## src/rtl/scroll_pkg.sv

```systemverilog
// scroll_pkg: shared state encoding, level width and tick-period helper for scroll_ctrl.
package scroll_pkg;
    localparam int LEVEL_W = 2;
    localparam logic [1:0] IDLE   = 2'd0;
    localparam logic [1:0] RUN    = 2'd1;
    localparam logic [1:0] PAUSED = 2'd2;
    localparam logic [1:0] OVER   = 2'd3;

    function automatic int period_for(input int clk_div, input int level_dec, input logic [LEVEL_W-1:0] lvl);
        return clk_div - int'(lvl) * level_dec;
    endfunction
endpackage

```

## src/rtl/scroll_ctrl_bcd.sv

```systemverilog
// bcd_counter: multi-digit BCD up-counter that either wraps or saturates at all-9s.
module bcd_counter #(
    parameter int DIGITS = 2,
    parameter bit WRAP   = 1'b1
) (
    input  logic                clk,
    input  logic                reset,
    input  logic                inc,
    input  logic                clr,
    output logic [4*DIGITS-1:0] value
);
    logic [4*DIGITS-1:0] nxt;
    logic                carry;

    // carry out of the top digit doubles as the all-9s flag
    always_comb begin
        nxt   = value;
        carry = 1'b1;
        for (int i = 0; i < DIGITS; i++) begin
            if (carry) begin
                nxt[4*i +: 4] = value[4*i +: 4] == 4'd9 ? 4'd0 : value[4*i +: 4] + 4'd1;
                carry = value[4*i +: 4] == 4'd9;
            end
        end
    end

    always_ff @(posedge clk) begin
        if (reset || clr)
            value <= '0;
        else if (inc && (WRAP || !carry))
            value <= nxt;
    end
endmodule

```

## src/rtl/scroll_ctrl.sv

```systemverilog
// scroll_ctrl: hold-to-move scroll ticks, modulo y offset, BCD score, difficulty level
// and start/pause/game-over sequencing for the VGA playfield.
module scroll_ctrl
    import scroll_pkg::*;
#(
    parameter int CLK_DIV         = 100000,
    parameter int LEVEL_DEC       = 20000,
    parameter int MAX_LEVEL       = 3,
    parameter int DIV_W           = 18,
    parameter int SCREEN_H        = 480,
    parameter int Y_W             = 10,
    parameter int STEP            = 2,
    parameter int TICKS_PER_POINT = 10,
    parameter int LEVEL_POINTS    = 10,
    parameter int SCORE_DIGITS    = 2,
    parameter bit SCORE_WRAP      = 1'b1
) (
    input  logic                      clk,
    input  logic                      reset,
    input  logic                      start,
    input  logic                      pause,
    input  logic                      move_btn,
    input  logic                      collision,
    output logic [Y_W-1:0]            y_pos,
    output logic [4*SCORE_DIGITS-1:0] score_bcd,
    output logic [LEVEL_W-1:0]        level,
    output logic                      move_followers,
    output logic                      point_pulse,
    output logic                      game_over,
    output logic [1:0]                state
);
    localparam int TICK_W = $clog2(TICKS_PER_POINT + 1);
    localparam int LP_W   = $clog2(LEVEL_POINTS + 1);

    logic [DIV_W-1:0]  prescaler;
    logic [DIV_W-1:0]  limit;
    logic [TICK_W-1:0] tick_cnt;
    logic [LP_W-1:0]   lvl_cnt;
    logic [Y_W:0]      sum;
    logic [Y_W-1:0]    y_next;
    logic [1:0]        state_n;
    logic              run, paused, go, adv, tick, point, lvl_up;

    assign run    = state == RUN;
    assign paused = state == PAUSED;
    assign go     = start && (state == IDLE || state == OVER);
    assign adv    = run && !collision && !pause && move_btn;
    // >= lets a period that shrinks at level-up fire immediately instead of stalling
    assign limit  = DIV_W'(period_for(CLK_DIV, LEVEL_DEC, level) - 1);
    assign tick   = adv && prescaler >= limit;
    assign point  = tick && tick_cnt == TICK_W'(TICKS_PER_POINT - 1);
    assign lvl_up = point && lvl_cnt == LP_W'(LEVEL_POINTS - 1);
    assign sum    = {1'b0, y_pos} + (Y_W+1)'(STEP);
    assign y_next = Y_W'(sum >= (Y_W+1)'(SCREEN_H) ? sum - (Y_W+1)'(SCREEN_H) : sum);

    always_comb begin
        state_n = go                  ? RUN
                : run && collision    ? OVER
                : run && pause        ? PAUSED
                : paused && collision ? OVER
                : paused && pause     ? RUN
                : state;
    end

    always_ff @(posedge clk) begin
        if (reset) begin
            state          <= IDLE;
            game_over      <= 1'b0;
            prescaler      <= '0;
            tick_cnt       <= '0;
            lvl_cnt        <= '0;
            level          <= '0;
            y_pos          <= '0;
            move_followers <= 1'b0;
            point_pulse    <= 1'b0;
        end else begin
            state          <= state_n;
            game_over      <= state_n == OVER;
            prescaler      <= go || tick ? '0 : adv ? prescaler + 1'b1 : prescaler;
            tick_cnt       <= go || point ? '0 : tick ? tick_cnt + 1'b1 : tick_cnt;
            lvl_cnt        <= go || lvl_up ? '0 : point ? lvl_cnt + 1'b1 : lvl_cnt;
            level          <= go ? '0 : lvl_up && level != LEVEL_W'(MAX_LEVEL) ? level + 1'b1 : level;
            y_pos          <= go ? '0 : tick ? y_next : y_pos;
            move_followers <= tick;
            point_pulse    <= point;
        end
    end

    bcd_counter #(.DIGITS(SCORE_DIGITS), .WRAP(SCORE_WRAP)) u_score (
        .clk  (clk),
        .reset(reset),
        .inc  (point),
        .clr  (go),
        .value(score_bcd)
    );
endmodule

```

## config.mk

```make
export PLATFORM = sky130hd
export DESIGN_NAME = scroll_ctrl
export DESIGN_NICKNAME = d
export VERILOG_FILES = /design/src/rtl/scroll_pkg.sv /design/src/rtl/scroll_ctrl_bcd.sv /design/src/rtl/scroll_ctrl.sv
export SDC_FILE = /design/constraint.sdc
export NUM_CORES = 1
export LEC_CHECK = 0
export BUFFER_PORTS_ARGS = -buffer_cell sky130_fd_sc_hd__buf_4
export CORE_MARGIN = 2
export CORE_UTILIZATION = 50
export DETAILED_ROUTE_END_ITERATION = 7
export PLACE_DENSITY = 0.78
export RECOVER_POWER = 100
export SLEW_MARGIN = 20
export SYNTH_ARGS = -nofsm -noshare
export SYNTH_HDL_FRONTEND = slang
export SYNTH_HIERARCHICAL = 1
export SYNTH_SLANG_ARGS = --single-unit
export TNS_END_PERCENT = 20
```

## constraint.sdc

```tcl
create_clock -name clk -period 6.2 [get_ports clk]
set_input_delay 0.31 -clock clk [delete_from_list [all_inputs] [get_ports clk]]
set_output_delay 0.31 -clock clk [all_outputs]
set_load 0.02 [all_outputs]
```

==> results.json <==
{
  "postCtsSetupRepairBufs": 0,
  "initial_core_util": 0.5168,
  "num_rows": 28,
  "diodes": 0,
  "grt_max_degree": 34,
  "ys_seq_area_frac": 0.3291,
  "hold_buffers": 0,
  "finalCritPeriodShare": 0.6603,
  "synthCells": 358,
  "grt_overflow": 0,
  "drt-wirelength-per-cell_um": 13.55,
  "drc": 0,
  "track_usage": 0.2018,
  "synth_flop_cell": "dfxtp_1",
  "clock_path_buffers": 2,
  "drv_slew": 0,
  "clkSlewWorstSetupHoldPaths_ns": 0.09,
  "fmax_mhz": 244.3,
  "rsz0062_at_grt": "no",
  "vias_per_cell": 5.717,
  "dp_hpwl_um": 4314,
  "num_vias": 2584,
  "area_growth_pct": 7.692,
  "layout_commonest_cell": "dfxtp_1",
  "path_max_fanout": 33,
  "ctsResizeCount": 0,
  "cap_violations": 0,
  "p_per_area_mw_per_mm2": 201.4,
  "total_power_w": 0.0006598,
  "cts_max_level": 2,
  "final.setup.tns_ns": 0,
  "p_leak_nw": 1.213,
  "antenna_found_initial": 0,
  "status": "finished, final reports clean",
  "cts_made_buffers": 5,
  "clock_sinks": 50,
  "io_buffer_count": 29,
  "critPathKind": "reg -> reg",
  "drive_gt1_frac": 0.05836,
  "crit_required_ns": 6.40,
  "grt_pass1_vias": 2461,
  "ios": 31,
  "ys_seq_elements": 50,
  "ys_types": 60,
  "num-nets-final": 408,
  "fin_hold_ws_ns": 0.2549,
  "final-hold-violation-count": 0,
  "critPathCaptureType": "flip-flop",
  "period_minus_slack_ns": 4.094,
  "fin_worst_skew_ns": 0.01022,
  "synth_edf_count": 0,
  "tightest_slew_ns": 1.275,
  "synth_fp_nets": 390,
  "max_slew_margin": 0.1497,
  "tritoncts": "done",
  "finalSetupViolCount": 0,
  "ir_worst_vdd_uv": 166.2,
  "synth.avg_cell_area_sq_um": 8.496,
  "yosysWarningCount": 6,
  "dieWidth_um": 82.00,
  "gp_congestion": 0.8131,
  "dr.pass1.iters": 4,
  "grt_first_pass_wirelength_um": 10920,
  "async_flop_share": 0,
  "root_buffer": "clkbuf_8",
  "arrival_ns": 4.30,
  "drtAntennaViolNets": 0,
  "synth_area_sq_mm": 0.003042,
  "clk_latency_ns": 0.31,
  "coreArea_sq_mm": 0.005886,
  "routed_wl_um": 6124,
  "mostFrequentLayoutCells": "dfxtp_1, nor2_1, nand2_1, ha_1, clkbuf_1",
  "start_kind": "flip-flop",
  "die_h_um": 82.00,
  "fp.dieArea_sq_mm": 0.006723,
  "drt_iter0_drc": 97,
  "hp-class": "in -> reg"
}
path summary, 6_finish.rpt:
path	from	to	slack, ns	depth (start not counted)
worst min-delay path	reset	move_followers	0.25	2
worst max-delay path	level[0]	u_score/value[7]	2.11	13
worst max register to register	level[0]	u_score/value[7]	2.11	13
worst min register to register	lvl_cnt[3]	lvl_cnt[3]	0.50	2
Yosys cell counts (3+ instances only):
cell type	count	area [sq um]
a21oi_1	18	90.09
a31oi_1	3	18.77
and2_1	3	18.77
and3_1	4	25.02
and4b_1	3	30.03
buf_2	9	45.04
buf_4	3	22.52
buf_6	3	33.78
clkbuf_1	6	22.52
dfxtp_1	50	1001
ha_1	26	325.3
inv_1	16	60.06
mux2i_1	8	80.08
nand2_1	31	116.4
nand2b_1	3	18.77
nand3_1	17	85.08
nand4_1	8	50.05
nor2_1	35	131.4
nor2b_1	4	25.02
nor3_1	8	40.04
nor4_1	3	18.77
o211ai_1	3	22.52
o21ai_0	13	65.06
o31ai_1	4	30.03
or3_1	6	37.54
or4_1	8	60.06
xnor2_1	7	61.31
xor2_1	15	131.4
kinds of logic (layout without fill, tap and decap cells):
group,Yosys count,after routing,share of synthesized area
xor+xnor,22,22,0.06335
other cells,1,1,0.001233
simple gates,148,148,0.2625
buf+inv,37,56,0.06047
compound gates,64,64,0.1432
flops,50,50,0.3291
fa+ha+maj,27,27,0.1102
mux,9,9,0.03003
through the flow:
| stage | area [sq um] | util | setup WS (ns) | std cells |
|---|---|---|---|---|
| detailed placement | 3256 | 0.5531 | 2.746 | 444 |
| global route | 3276 | 0.5565 | 1.651 | 452 |
| floorplan | 3042 | - | 3.071 | 358 |
| global placement | 3256 | 0.5531 | 2.900 | 444 |
| finish | 3276 | 0.5565 | 2.106 | 452 |
| CTS | 3393 | 0.5765 | 2.642 | 452 |
registers in the layout, indices dropped and copies added, names as in the netlist:
name	flops
game_over	1
move_followers	1
y_pos	9
lvl_cnt	4
tick_cnt	4
u_score/value	8
state	2
level	2
point_pulse	1
prescaler	18
critical path, stage by stage, from the launching register on:
cell and delay [ns]:
dfxtp_1 0.43, inv_1 0.15, ha_1 0.35, inv_1 0.07, ha_1 0.29, and4_1 0.22, nand4_1 0.11, a21boi_0 0.26
o21ai_2 0.07, clkbuf_1 0.51, nor2_1 0.51, nand2_1 0.30, o311a_1 0.42, a311o_1 0.31
report_power, final:
part / leakage (nW) / internal (W) / total, W / switching, W
Sequential: 0.403 / 0.000324 / 0.000328 / 0.00000362
Combinational: 0.742 / 0.0000161 / 0.0000550 / 0.0000390
Clock: 0.0683 / 0.000162 / 0.000277 / 0.000115
final cells by class:
class                      count  area (sq um)
tap                           75         93.84
clock inverter                 3         68.82
multi-input combinational    271          1837
inverter                      16         60.06
timing repair buffer          32         146.4
fill                         559          2610
sequential                    50          1001
clock buffer                   5         68.82
metal layers:
metal / part of all wire / GRT usage / vias up / wire length, um
met1: 0.49 / 0.2739 / 1212 / 3014
met5: 0 / 0 / - / 0
li1: - / - / 1310 / -
met4: 0.012 / 0.06000 / 0 / 73
met2: 0.46 / 0.3260 / 54 / 2819
met3: 0.035 / 0.03626 / 8 / 217
Note: power is estimated with default switching activity, not from simulation.
